File: src/rtl/hci_ecc_scrubber_pkg.sv
// Shared types and helpers for the TCDM ECC scrubber and its Hsiao codec.
package hci_package;

    typedef enum logic [1:0] {
        IDLE  = 2'd0,
        READ  = 2'd1,
        CHECK = 2'd2,
        WRITE = 2'd3
    } scrub_state_e;

    // Number of Hsiao check bits needed to protect dw data bits (SEC-DED).
    function automatic int unsigned HSIAO_EW(input int unsigned dw);
        return $clog2(dw) + 2;
    endfunction

    // Parity-check column for data bit idx: the idx-th odd-weight (>=3) value
    // of ew bits, ordered by weight first and numeric value second.
    function automatic logic [31:0] hsiao_col(input int unsigned ew, input int unsigned idx);
        int unsigned found;
        logic [31:0] col;
        found = 0;
        col   = '0;
        for (int unsigned w = 3; w <= ew; w += 2) begin
            for (int unsigned v = 1; v < (32'd1 << ew); v++) begin
                if ($countones(v) == w) begin
                    if (found == idx) col = v;
                    found++;
                end
            end
        end
        return col;
    endfunction

endpackage

File: src/rtl/hci_ecc_scrubber_hsiao.sv
// Hsiao SEC-DED encoder and decoder; codewords are laid out as {ecc, data}.
module hsiao_ecc_enc
    import hci_package::*;
#(
    parameter int unsigned DataWidth = 32,
    parameter int unsigned ProtWidth = 7
) (
    input  logic [DataWidth-1:0]           data,
    output logic [ProtWidth+DataWidth-1:0] code
);

    logic [ProtWidth-1:0] contrib [DataWidth];
    logic [ProtWidth-1:0] ecc;

    for (genvar i = 0; i < DataWidth; i++) begin : g_col
        localparam logic [31:0] ColFull = hsiao_col(ProtWidth, i);
        assign contrib[i] = data[i] ? ColFull[ProtWidth-1:0] : '0;
    end

    // Each check bit is the parity of the data bits whose column selects it.
    always_comb begin
        ecc = '0;
        for (int i = 0; i < int'(DataWidth); i++) begin
            ecc = ecc ^ contrib[i];
        end
    end

    assign code = {ecc, data};

endmodule

module hsiao_ecc_dec
    import hci_package::*;
#(
    parameter int unsigned DataWidth = 32,
    parameter int unsigned ProtWidth = 7
) (
    input  logic [ProtWidth+DataWidth-1:0] code,
    output logic [DataWidth-1:0]           data,
    output logic [1:0]                     err
);

    logic [ProtWidth+DataWidth-1:0] recoded;
    logic [ProtWidth-1:0]           syndrome;
    logic [DataWidth-1:0]           match;

    hsiao_ecc_enc #(
        .DataWidth (DataWidth),
        .ProtWidth (ProtWidth)
    ) i_reenc (
        .data (code[DataWidth-1:0]),
        .code (recoded)
    );

    assign syndrome = recoded[ProtWidth+DataWidth-1:DataWidth] ^ code[ProtWidth+DataWidth-1:DataWidth];

    for (genvar i = 0; i < DataWidth; i++) begin : g_match
        localparam logic [31:0] ColFull = hsiao_col(ProtWidth, i);
        assign match[i] = (syndrome == ColFull[ProtWidth-1:0]);
    end

    // A data-column syndrome flips exactly that data bit; check-bit errors leave data alone.
    assign data = code[DataWidth-1:0] ^ match;

    // Odd syndromes that hit a column are single errors; even ones are double errors,
    // odd ones hitting nothing are reported as uncorrectable multi-bit errors.
    always_comb begin
        err = 2'b00;
        if (syndrome != '0) begin
            if (^syndrome) begin
                err = ((|match) || $onehot(syndrome)) ? 2'b01 : 2'b11;
            end else begin
                err = 2'b10;
            end
        end
    end

endmodule

File: src/rtl/hci_ecc_scrubber.sv
// Background scrubber for one Hsiao-protected TCDM bank: walks the address
// space, writes back single-bit corrections and records uncorrectable errors.
// Bank handshake: scrub_req_o is held with stable address/data until a cycle
// with scrub_gnt_i high; that cycle completes the access. Read data is valid
// on scrub_rdata_i in the cycle after the read grant.
module hci_ecc_scrubber
    import hci_package::*;
#(
    parameter int unsigned DW       = 32,
    parameter int unsigned EW       = HSIAO_EW(DW),
    parameter int unsigned NumWords = 1024,
    parameter int unsigned AW       = $clog2(NumWords),
    parameter int unsigned CntW     = 16
) (
    input  logic                 clk_i,
    input  logic                 rst_ni,
    input  logic                 scrub_enable_i,
    input  logic [31:0]          scrub_interval_i,
    input  logic                 core_req_i,
    input  logic                 core_wen_i,
    input  logic [AW-1:0]        core_add_i,
    output logic                 scrub_req_o,
    input  logic                 scrub_gnt_i,
    output logic                 scrub_wen_o,
    output logic [AW-1:0]        scrub_add_o,
    output logic [DW+EW-1:0]     scrub_wdata_o,
    input  logic [DW+EW-1:0]     scrub_rdata_i,
    input  logic                 cnt_clear_i,
    output logic [CntW-1:0]      corr_cnt_o,
    output logic [CntW-1:0]      uncorr_cnt_o,
    output logic [AW-1:0]        uncorr_add_o,
    output logic                 uncorr_pulse_o,
    output logic                 sweep_done_o,
    output scrub_state_e         scrub_state_o
);

    localparam logic [AW-1:0] LastAddr = AW'(NumWords - 1);

    scrub_state_e      state_q, state_d;
    logic [AW-1:0]     addr_q;
    logic [31:0]       ivl_q;
    logic [DW+EW-1:0]  wdata_q;
    logic [CntW-1:0]   corr_q, uncorr_q;
    logic [AW-1:0]     uncorr_add_q;
    logic              uncorr_pulse_q, sweep_done_q;

    logic [DW-1:0]     dec_data;
    logic [1:0]        dec_err;
    logic [DW+EW-1:0]  enc_code;
    logic              is_corr, is_uncorr, core_hit, advance;

    hsiao_ecc_dec #(
        .DataWidth (DW),
        .ProtWidth (EW)
    ) i_dec (
        .code (scrub_rdata_i),
        .data (dec_data),
        .err  (dec_err)
    );

    hsiao_ecc_enc #(
        .DataWidth (DW),
        .ProtWidth (EW)
    ) i_enc (
        .data (dec_data),
        .code (enc_code)
    );

    assign is_corr   = (dec_err == 2'b01);
    assign is_uncorr = dec_err[1];
    // A core write to the word under scrub carries newer data than our correction.
    assign core_hit  = core_req_i && !core_wen_i && (core_add_i == addr_q);
    assign advance   = ((state_q == CHECK) || (state_q == WRITE)) && (state_d == IDLE);

    // Next-state: wait out the interval, read, check, optionally write back.
    always_comb begin
        state_d = state_q;
        unique case (state_q)
            IDLE:  if (scrub_enable_i && (ivl_q == '0)) state_d = READ;
            READ:  if (scrub_gnt_i) state_d = CHECK;
            CHECK: state_d = (is_corr && !core_hit) ? WRITE : IDLE;
            WRITE: if (scrub_gnt_i || core_hit) state_d = IDLE;
            default: state_d = IDLE;
        endcase
    end

    // Bank request outputs decoded from the current state only.
    always_comb begin
        scrub_req_o = (state_q == READ) || (state_q == WRITE);
        scrub_wen_o = (state_q == READ);
        scrub_add_o = scrub_req_o ? addr_q : '0;
    end

    // State, address walk, interval counter, writeback codeword and error statistics.
    always_ff @(posedge clk_i or negedge rst_ni) begin
        if (!rst_ni) begin
            state_q        <= IDLE;
            addr_q         <= '0;
            ivl_q          <= '0;
            wdata_q        <= '0;
            corr_q         <= '0;
            uncorr_q       <= '0;
            uncorr_add_q   <= '0;
            uncorr_pulse_q <= 1'b0;
            sweep_done_q   <= 1'b0;
        end else begin
            state_q <= state_d;

            if ((state_q != IDLE) && (state_d == IDLE)) begin
                ivl_q <= scrub_interval_i;
            end else if ((state_q == IDLE) && scrub_enable_i && (ivl_q != '0)) begin
                ivl_q <= ivl_q - 32'd1;
            end

            if (state_q == CHECK) wdata_q <= enc_code;

            if (advance) addr_q <= (addr_q == LastAddr) ? '0 : addr_q + 1'b1;
            sweep_done_q <= advance && (addr_q == LastAddr);

            uncorr_pulse_q <= (state_q == CHECK) && is_uncorr;
            if ((state_q == CHECK) && is_uncorr) uncorr_add_q <= addr_q;

            if (cnt_clear_i) begin
                corr_q <= '0;
            end else if ((state_q == CHECK) && is_corr && (corr_q != '1)) begin
                corr_q <= corr_q + 1'b1;
            end

            if (cnt_clear_i) begin
                uncorr_q <= '0;
            end else if ((state_q == CHECK) && is_uncorr && (uncorr_q != '1)) begin
                uncorr_q <= uncorr_q + 1'b1;
            end
        end
    end

    assign scrub_wdata_o  = wdata_q;
    assign corr_cnt_o     = corr_q;
    assign uncorr_cnt_o   = uncorr_q;
    assign uncorr_add_o   = uncorr_add_q;
    assign uncorr_pulse_o = uncorr_pulse_q;
    assign sweep_done_o   = sweep_done_q;
    assign scrub_state_o  = state_q;

endmodule

File: config.mk
export PLATFORM = sky130hd
export DESIGN_NAME = hci_ecc_scrubber
export DESIGN_NICKNAME = d
export VERILOG_FILES = /design/src/rtl/hci_ecc_scrubber_pkg.sv /design/src/rtl/hci_ecc_scrubber_hsiao.sv /design/src/rtl/hci_ecc_scrubber.sv
export SDC_FILE = /design/constraint.sdc
export NUM_CORES = 1
export LEC_CHECK = 0
export CORE_MARGIN = 2
export CORE_UTILIZATION = 45
export CTS_CLUSTER_DIAMETER = 60
export DETAILED_ROUTE_END_ITERATION = 8
export PLACE_DENSITY = 0.71
export SYNTH_ARGS = -nofsm -noshare
export SYNTH_HDL_FRONTEND = slang
export SYNTH_HIERARCHICAL = 1
export SYNTH_SLANG_ARGS = --single-unit
File: constraint.sdc
create_clock -name clk_i -period 6.5 [get_ports clk_i]
set_clock_uncertainty 0.05 [all_clocks]
set_input_delay 0.975 -clock clk_i [delete_from_list [all_inputs] [get_ports clk_i]]
set_output_delay 0.975 -clock clk_i [all_outputs]
set_load 0.05 [all_outputs]
* Word-level counts from Yosys, hierarchy flattened
Cells that the tools add are included.
** Cells by class
- Add/subtract/negate cells :: 10
- Equality and inequality tests :: 41
- Multiplexer cells :: 80
- Bitwise gates (word level) :: 64
- Reduce and logical (&&, ||, !) cells :: 30
** Operators by type and width (number)
- XOR 7 bit :: 44
- 2-to-1 mux 7 bit :: 24
- 2-to-1 mux 6 bit :: 20
- == test 7 bit (second input constant) :: 12
- == test 7 x 6 -> 1 bit (second input constant) :: 10
- XOR 7 x 6 -> 7 bit :: 10
- 2-to-1 mux 16 bit :: 4
- 2-to-1 mux 32 bit :: 2
- 2-to-1 mux 5 bit :: 12
- == test 7 x 5 -> 1 bit (second input constant) :: 6
- XOR 7 x 5 -> 7 bit :: 6
- adder 16 x 1 -> 16 bit (second input constant) :: 2
- logical NOT 32 bit :: 1
- != test 16 bit (second input constant) :: 2
- nonzero test 32 bit :: 1
- OR reduction 32 bit :: 1
- subtractor 32 x 1 -> 32 bit (second input constant) :: 1
- XOR 32 bit :: 1
- 2-to-1 mux 4 bit :: 6
- == test 7 x 4 -> 1 bit (second input constant) :: 3
- XOR 7 x 4 -> 7 bit :: 3
- 2-to-1 mux 10 bit :: 2
- 2-to-1 mux 2 bit :: 7
- logical AND 1 bit :: 13
- other kinds (18) :: 32
** Storage, ports and cells
- Flip-flop bits (word level) :: 127
- Bits of input ports :: 88
- Output and inout port bits :: 97
- Logic and storage cells :: 234

* Longest topological paths before layout
Gate-level depths: netlist of run 1.
- Depth in word-level cells :: 67
- Gate-level depth with buffers :: 20
- Mapped depth without buffers :: 19

* By module
Netlist of run 1, hierarchy kept.
** By module, submodules not included
- hci_ecc_scrubber :: instances 1, cells each 638, area an instance 6444.9 sq um, seq. area each 3178.0 sq um
- hsiao_ecc_enc :: instances 2, cells each 85, area an instance 934.6 sq um, seq. area each 0.0 sq um
- hsiao_ecc_dec :: instances 1, cells each 131, area an instance 1023.5 sq um, seq. area each 0.0 sq um

* Worst setup path after synthesis of run 1
No wires, ideal clock.
- Path kind :: input to register
- Start point :: input port scrub_rdata_i[21]
- End point :: register corr_q[13] (netlist: corr_cnt_o[13])
- Library setup time :: 78 ps
- Arrival time :: 5813 ps
- Data required time :: 6372 ps
- Slack :: 559 ps
- Stages :: 19
- Path buffers :: 1
- Cells stage by stage :: xnor3_1 -> xnor3_1 -> xnor3_1 -> xnor2_1 -> inv_1 -> fa_1 -> fa_1 -> fa_1 -> fa_1 -> nor2_1 -> a21oi_1 -> a41oi_1 -> a41oi_1 -> nor4bb_1 -> clkbuf_1 -> o31a_1 -> nand4_1 -> or3_1 -> a21oi_1
** Between the ends
- Word-level cells in the longest chain between the ends :: 25
- Elaborated cells between the ends (all ways) :: 62
- Classes of those cells :: add/sub (5); eq/ne (34); mux (4); bitwise (12); reduce/logical (7)
** Ends and longest elaborated chain
- start, declared :: line hci_ecc_scrubber.sv:27 : input logic [DW+EW-1:0] scrub_rdata_i,
- 2-to-1 mux 7 bit * :: line hci_ecc_scrubber_hsiao.sv:17 : assign contrib[i] = data[i] ? ColFull[ProtWidth-1:0] : '0;
- XOR 7 bit * (11 in a row) :: line hci_ecc_scrubber_hsiao.sv:24 : ecc = ecc ^ contrib[i];
- net i_dec.recoded[32] :: line hci_ecc_scrubber_hsiao.sv:43 : logic [ProtWidth+DataWidth-1:0] recoded;
- XOR 7 bit * :: line hci_ecc_scrubber_hsiao.sv:55 : assign syndrome = recoded[ProtWidth+DataWidth-1:DataWidth] ^ code[ProtWidth+DataWidth-1:DataWidth];
- adder 1 x 1 -> 2 bit (implied by the code) :: line hci_ecc_scrubber_hsiao.sv:71 : err = ((|match) || $onehot(syndrome)) ? 2'b01 : 2'b11;
- adder 3 bit (implied by the code) (2 in a row) :: line hci_ecc_scrubber_hsiao.sv:71
- == test 3 x 1 -> 1 bit :: line hci_ecc_scrubber_hsiao.sv:71
- logical OR 1 bit :: line hci_ecc_scrubber_hsiao.sv:71
- 2-to-1 mux 2 bit :: line hci_ecc_scrubber_hsiao.sv:71
- 2-to-1 mux 2 bit :: line hci_ecc_scrubber_hsiao.sv:70 : if (^syndrome) begin
- 2-to-1 mux 2 bit * :: line hci_ecc_scrubber_hsiao.sv:69 : if (syndrome != '0) begin
- net dec_err[1] :: line hci_ecc_scrubber.sv:48 : logic [1:0] dec_err;
- == test 2 x 1 -> 1 bit * :: line hci_ecc_scrubber.sv:69 : assign is_corr = (dec_err == 2'b01);
- logical AND 1 bit * (2 in a row) :: line hci_ecc_scrubber.sv:125 : end else if ((state_q == CHECK) && is_corr && (corr_q != '1)) begin
- nonzero test 2 bit (no line) *
- end signal, assigned :: line hci_ecc_scrubber.sv:126 : corr_q <= corr_q + 1'b1;
- end, declared :: line hci_ecc_scrubber.sv:43 : logic [CntW-1:0] corr_q, uncorr_q;
Mark *: on every way through the listed nets, which the timed path passes. The rest lies on a longest branch.
A chain may end at the register's enable or synchronous reset.

* Worst setup path after layout of run 1
- Start point :: input port scrub_rdata_i[21]
- End point :: register ivl_q[13]
** Between the ends
- Word-level cells in the longest chain between the ends :: 28
- Elaborated cells between the ends (all ways) :: 66
- Classes of those cells :: add/sub (5); eq/ne (34); mux (7); bitwise (12); reduce/logical (8)
** Ends and longest elaborated chain
- 2-to-1 mux 7 bit * :: line hci_ecc_scrubber_hsiao.sv:17
- XOR 7 bit * (11 in a row) :: line hci_ecc_scrubber_hsiao.sv:24
- net i_dec.recoded[32] :: line hci_ecc_scrubber_hsiao.sv:43
- XOR 7 bit * :: line hci_ecc_scrubber_hsiao.sv:55
- adder 1 x 1 -> 2 bit (implied by the code) :: line hci_ecc_scrubber_hsiao.sv:71
- adder 3 bit (implied by the code) (2 in a row) :: line hci_ecc_scrubber_hsiao.sv:71
- == test 3 x 1 -> 1 bit :: line hci_ecc_scrubber_hsiao.sv:71
- logical OR 1 bit :: line hci_ecc_scrubber_hsiao.sv:71
- (+3 left out)
- net dec_err[1] :: line hci_ecc_scrubber.sv:48
- == test 2 x 1 -> 1 bit * :: line hci_ecc_scrubber.sv:69
- logical AND 1 bit * :: line hci_ecc_scrubber.sv:81 : CHECK: state_d = (is_corr && !core_hit) ? WRITE : IDLE;
- 2-to-1 mux 2 bit * :: line hci_ecc_scrubber.sv:81
- one-hot mux 2 bit (4 select lines) * :: line hci_ecc_scrubber.sv:78 : unique case (state_q)
- logical NOT 2 bit * :: line hci_ecc_scrubber.sv:109 : if ((state_q != IDLE) && (state_d == IDLE)) begin
- logical AND 1 bit * :: line hci_ecc_scrubber.sv:109
- 2-to-1 mux 32 bit or nonzero test 2 bit (tied branches)
- end signal, assigned :: line hci_ecc_scrubber.sv:110 : ivl_q <= scrub_interval_i;
- end signal, assigned :: line hci_ecc_scrubber.sv:112 : ivl_q <= ivl_q - 32'd1;
- end, declared :: line hci_ecc_scrubber.sv:41 : logic [31:0] ivl_q;
Marks and branches as above.

==> metrics.yaml, run 1 <==
syn_area_mm2: 0.00910
drt-total-wl_um: 24100
routedWlPerCell_um: 17.6
path_class: "input port to flop"
drv_slew: 0
n_antenna_cell: 0
clockBufferDepth: 2
clk_latency_ns: 0.42
period_share_pct: 96.2
required_ns: 6.76
boundaryPins: 185
syn_nets: 1016
vias_per_cell: 5.50
htreeDepth: 4
grt_overflow_total: 0
fp.dieW_um: 146
finalPower_mw: 5.52
grt_max_degree: 74
clk_pin_slew_worst_paths_ns: 0.06
worstPathArrival_ns: 6.51
fin_util_pct: 59.2
hold_depth: 2
num_rows: 52
stdcell_count: 1370
setup_ws_ns: 0.250
chipHeight_um: 146
io_buffer_count: 184
die-area_mm2: 0.0214
dpl.hpwl_um: 18100
outcome: "completed"
layout.area.seq_mm2: 0.00318
cts_buffers: 17
grt_pass1_wl_um: 39200
rr_startpoint: "ivl_q[17]"
timing.fmax_mhz: 160
cts_tree: "built"
critPathLaunch: "scrub_rdata_i[21]"
core_area_mm2: 0.0200
cts_root_buf: "clkbuf_16"
dp_cells: 1338
max-slew-margin-rel_pct: 38.4
startpoint_type: "input port"
first_global_vias: 7458
first_iter_violations: 488
cts_resized: 0
hold_viol_final: 0
fill_cells: 1725
cts_setup_buffers: 0
place_ws_ns: -0.197
reg2reg_depth: 6
worst_slew_pin_slew_ns: 0.925
hold_ws_ns: 0.425
yosys_warnings: 6
vias: 7538
hp-start: "uncorr_add_o[7]"
initial_utilization_pct: 45.4
crit_fanout: 17
globalplace.congestion: 0.878
multi_input_area_mm2: 0.00545
antenna_found_initial: 0
ctsHoldBuffers: 0
maxCapViolCount: 0
grt_usage_pct: 23.0
synthCells: 907
nets: 1196
antenna_left: 0
cts.sinks: 127
hp-class: "flop to flop"
crit_path_end_kind: "flop"
drc: 0
layout-drive-gt1-share_pct: 13.8
leakage_nw: 4.80
power.density_mw_per_mm2: 465
area_growth_pct: 30.5
reg2reg_slack_ns: 3.78
min_period_ns: 6.25
finalSetupViolations: 0
first_pass_iters: 5
synth.avg_cell_area_um2: 10.0
irDropWorstVdd_v: 0.000231
## power breakdown
group / internal, mW / leakage (nW) / switching [mW]
Combinational: 1.43 / 2.90 / 1.82
Clock: 0.582 / 0.282 / 0.386
Sequential: 1.05 / 1.62 / 0.246
## flip-flops by register name, summed over array words and instances (netlist names)
register and flops:
addr_q 10, uncorr_cnt_o 16, scrub_wdata_o 39, ivl_q 32, sweep_done_o 1, corr_cnt_o 16, scrub_state_o 2, uncorr_pulse_o 1
uncorr_add_o 10
## area by class of cell
class                   count  area share, %
flip-flops and latches    127           26.8
well taps                 270           2.85
multi-input cells         692           45.9
clock buffers              19           3.73
repair buffers            238           19.1
clock inverters            13           1.31
inverters                  11          0.348
## layer usage
layer  GRT usage, %  up-vias  part of all wire (%)
li1               -     3574                     -
met1           30.0     3697                    44
met2           38.8      225                    49
met3           4.16       42                   5.1
met4           7.33        0                   2.0
met5              0        -                     0
## per-stage QoR
step | area (um2) | TNS (ns)
global route | 11900 | -0.0157
detailed placement | 11300 | -4.59
floorplan | 9100 | 0
CTS | 11900 | 0
finish | 11900 | 0
global placement | 11300 | -0.0908
## worst paths after layout
path                                     end
setup reg to reg                   ivl_q[18]
max in group asynchronous  scrub_wdata_o[26]
hold reg to reg              uncorr_add_o[7]
hold / removal               uncorr_add_o[7]
min in group asynchronous   scrub_wdata_o[1]
setup / recovery                   ivl_q[13]
## worst max-delay path: stages
cell,delay (ns)
clkdlybuf4s50_1,0.48
xnor3_1,0.48
xnor3_1,0.23
xnor3_1,0.39
xnor2_2,0.19
inv_1,0.11
fa_1,0.56
fa_1,0.44
fa_1,0.40
fa_1,0.44
nor2_1,0.12
a21oi_1,0.09
a41oi_1,0.19
a41oi_1,0.10
nand2b_1,0.23
o211ai_1,0.28
o41ai_2,0.17
buf_4,0.23
buf_4,0.16
a32oi_1,0.15
nand3_1,0.09
## layout by cell type, fill, tap and decap left out, types with 23 or more instances in the layout
master,n
buf_4,53
clkdlybuf4s50_1,183
dfrtp_1,127
mux2_2,39
nand2_1,70
nand3_1,62
nand4_1,28
nor2_1,56
o21ai_0,27
or3_1,23
xnor2_1,127
xnor3_1,28
xor2_1,25
(Power assumes the default switching activity.)
==> run 2, diff against run 1 <==
Settings changed: PLACE_DENSITY 0.71 to 0.79, SLEW_MARGIN set to 5.
Clock period 6.5 ns to 7 ns, I/O delays scaled along.
==> run 2 against run 1 <==
Routed wire length fell by 0.88%. Combinational power down 9.8%. First-iteration DRC count rose by 36%. Worst hold slack lost 0.00076 ns. Sequential power fell by 8%. Largest power group unchanged. Global-route usage about the same. Utilization decreased by 1.5 points. Sequential share of layout area is 0.69 points higher. Highest routed layer unchanged.
==> metrics.yaml, run 2 (synthesized netlist as in run 1, its figures left out) <==
num_rows: 52  # unchanged
power.switching_mw: 2.29  # -6.6%
largest_register_ffs: 39  # unchanged
grt_max_degree: 74  # unchanged
vias: 7411  # -1.7%
fin_setup_tns_ns: 0  # unchanged
routedWlPerCell_um: 18.0  # +2.0%
layout_common_cells: "clkdlybuf4s50_1 (183), xnor2_1 (128), dfrtp_1 (127), nand2_1 (70), nand3_1 (62)"
worst_slew_pin_slew_ns: 1.14  # +0.217 ns
first_iter_violations: 666  # +36%
core_area_mm2: 0.0200  # unchanged
startpoint_type: "input port"
final_common_cell: "clkdlybuf4s50_1"
drc: 0  # unchanged
period_share_pct: 93.2
power.density_mw_per_mm2: 435  # -6.3%
required_ns: 7.23  # +0.47 ns
chipHeight_um: 146  # unchanged
use_met1_pct: 30.7  # +0.62 points
outcome: "completed"
path_class: "input port to flop"
clk_pin_slew_worst_paths_ns: 0.07  # about the same
crit_path_end_kind: "flop"
globalplace.congestion: 0.944  # +7.4%
drt-total-wl_um: 23900  # -0.88%
antenna_found_initial: 0  # unchanged
met3_usage_pct: 3.94  # -0.22 points
antenna_left: 0  # unchanged
n_antenna_cell: 0  # unchanged
setup_ws_ns: 0.475  # +0.225 ns
clk_latency_ns: 0.41  # about the same
intPower_mw: 2.75  # -10%
ctsHoldBuffers: 0  # unchanged
irDropWorstVdd_v: 0.000203  # -12%
worstPathArrival_ns: 6.76  # +0.25 ns
finalSetupViolations: 0  # unchanged
die-area_mm2: 0.0214  # unchanged
drv_slew: 0  # unchanged
pwr-share-seq_pct: 23.7  # +0.2 points
use_met2_pct: 38.7  # -0.14 points
initial_utilization_pct: 45.4  # unchanged
dpl.hpwl_um: 17600  # -2.5%
htreeDepth: 4  # unchanged
layout-drive-gt1-share_pct: 10.5  # -3.4 points
fin_util_pct: 57.8  # -1.5 points
hp-class: "flop to flop"
cts_root_buf: "clkbuf_16"
hold_viol_final: 0  # unchanged
place_ws_ns: 0.0634  # +0.260 ns
crit_fanout: 8  # -9
nets: 1157  # -3.3%
boundaryPins: 185  # unchanged
leakage_nw: 4.61  # -3.9%
cts_buffers: 17  # unchanged
first_global_vias: 7285  # -2.3%
maxCapViolCount: 0  # unchanged
grt_overflow_total: 0  # unchanged
cts_tree: "built"
min_period_ns: 6.52
io_buffer_count: 184  # unchanged
power_frac_clock_pct: 18.0  # +0.5 points
fill_cells: 1696  # -1.7%
fp.dieW_um: 146  # unchanged
grt_usage_pct: 22.9  # about the same
top_usage_layer: "met2"
vias_per_cell: 5.57  # +1.2%
cts.sinks: 127  # unchanged
max-slew-margin-rel_pct: 23.7  # -15 points
grt_pass1_wl_um: 39400  # +0.53%
area_growth_pct: 27.2
rsz0062_at_grt: "false"
cts_resized: 0  # unchanged
cts_setup_buffers: 0  # unchanged
p_comb_share_pct: 58.3  # -0.7 points
timing.fmax_mhz: 153
clockBufferDepth: 2  # unchanged
first_pass_iters: 5  # unchanged
switching_share_pct: 45.5  # +1.0 points
[run 2: changes by cell type in the layout (fill, tap and decap cells not counted)]
| cell | delta |
|---|---|
| buf_4 | -39 |
| inv_6 | +4 |
| clkinv_4 | -3 |
| clkbuf_8 | -1 |
| clkinv_8 | +1 |
| clkinvlp_4 | -1 |
| o41a_1 | +1 |
| o41a_2 | -1 |
| xnor2_1 | +1 |
| xnor2_2 | -1 |
[run 2: path summary, 6_finish.rpt]
check                                       start                 to  slack (ns)  cells after the start
worst max-delay path            scrub_rdata_i[21]   uncorr_cnt_o[15]        0.48                     20
worst min-delay path              uncorr_add_o[2]    uncorr_add_o[2]        0.42                      2
worst max register to register   scrub_state_o[0]   uncorr_cnt_o[15]        4.07                      7
worst min register to register    uncorr_add_o[2]    uncorr_add_o[2]        0.42                      2
max in group asynchronous                  rst_ni  scrub_wdata_o[33]        4.85                      2
min in group asynchronous                  rst_ni   scrub_wdata_o[1]        0.75                      1
[run 2: metrics by stage]
step	cell area, um2	hold slack [ns]	instances	power, mW
2_1_floorplan	9100	0.424	907	3.33
3_3_place_gp	11000	0.409	1299	4.05
3_5_place_dp	11000	0.413	1299	4.13
4_1_cts	11600	0.430	1331	5.05
5_1_grt	11600	0.469	1331	5.35
6_report	11600	0.424	1331	5.04
[run 2: worst max-delay path: stages]
cell,delay (ns)
clkdlybuf4s50_1,0.55
xnor3_1,0.47
xnor3_1,0.21
xnor3_1,0.38
xnor2_1,0.26
inv_1,0.15
fa_1,0.57
fa_1,0.43
fa_1,0.39
fa_1,0.49
nor2_1,0.05
a21oi_1,0.15
a41oi_1,0.13
a41oi_1,0.36
nand2_1,0.12
inv_1,0.12
nand4_1,0.27
nor4b_1,0.39
xnor2_1,0.17
nor2_1,0.06
[run 2: power groups by stage]
stage          clock network, mW  logic [mW]  registers [mW]
3_5_place_dp                   0        2.93            1.21
2_1_floorplan                  0        1.73            1.60
5_1_grt                    0.955        3.16            1.24
3_3_place_gp                   0        2.86            1.19
6_report                   0.907        2.94            1.20
4_1_cts                    0.921        2.94            1.19
[run 2: cell type report]
class / count / area (um2) / share of cell area, %
Multi-Input combinational cell: 692 / 5440 / 47.0
Tap cell: 270 / 338 / 2.92
Sequential cell: 127 / 3180 / 27.5
Inverter: 11 / 41.3 / 0.357
Timing Repair Buffer: 199 / 1980 / 17.1
Clock buffer: 18 / 429 / 3.71
Clock inverter: 14 / 173 / 1.49
[run 2: routing by layer]
layer  vias to the layer above  share of wire, %
li1                       3494                 -
met1                      3597                43
met2                       286                49
met3                        34               5.6
met4                         0               1.6
met5                         -                 0
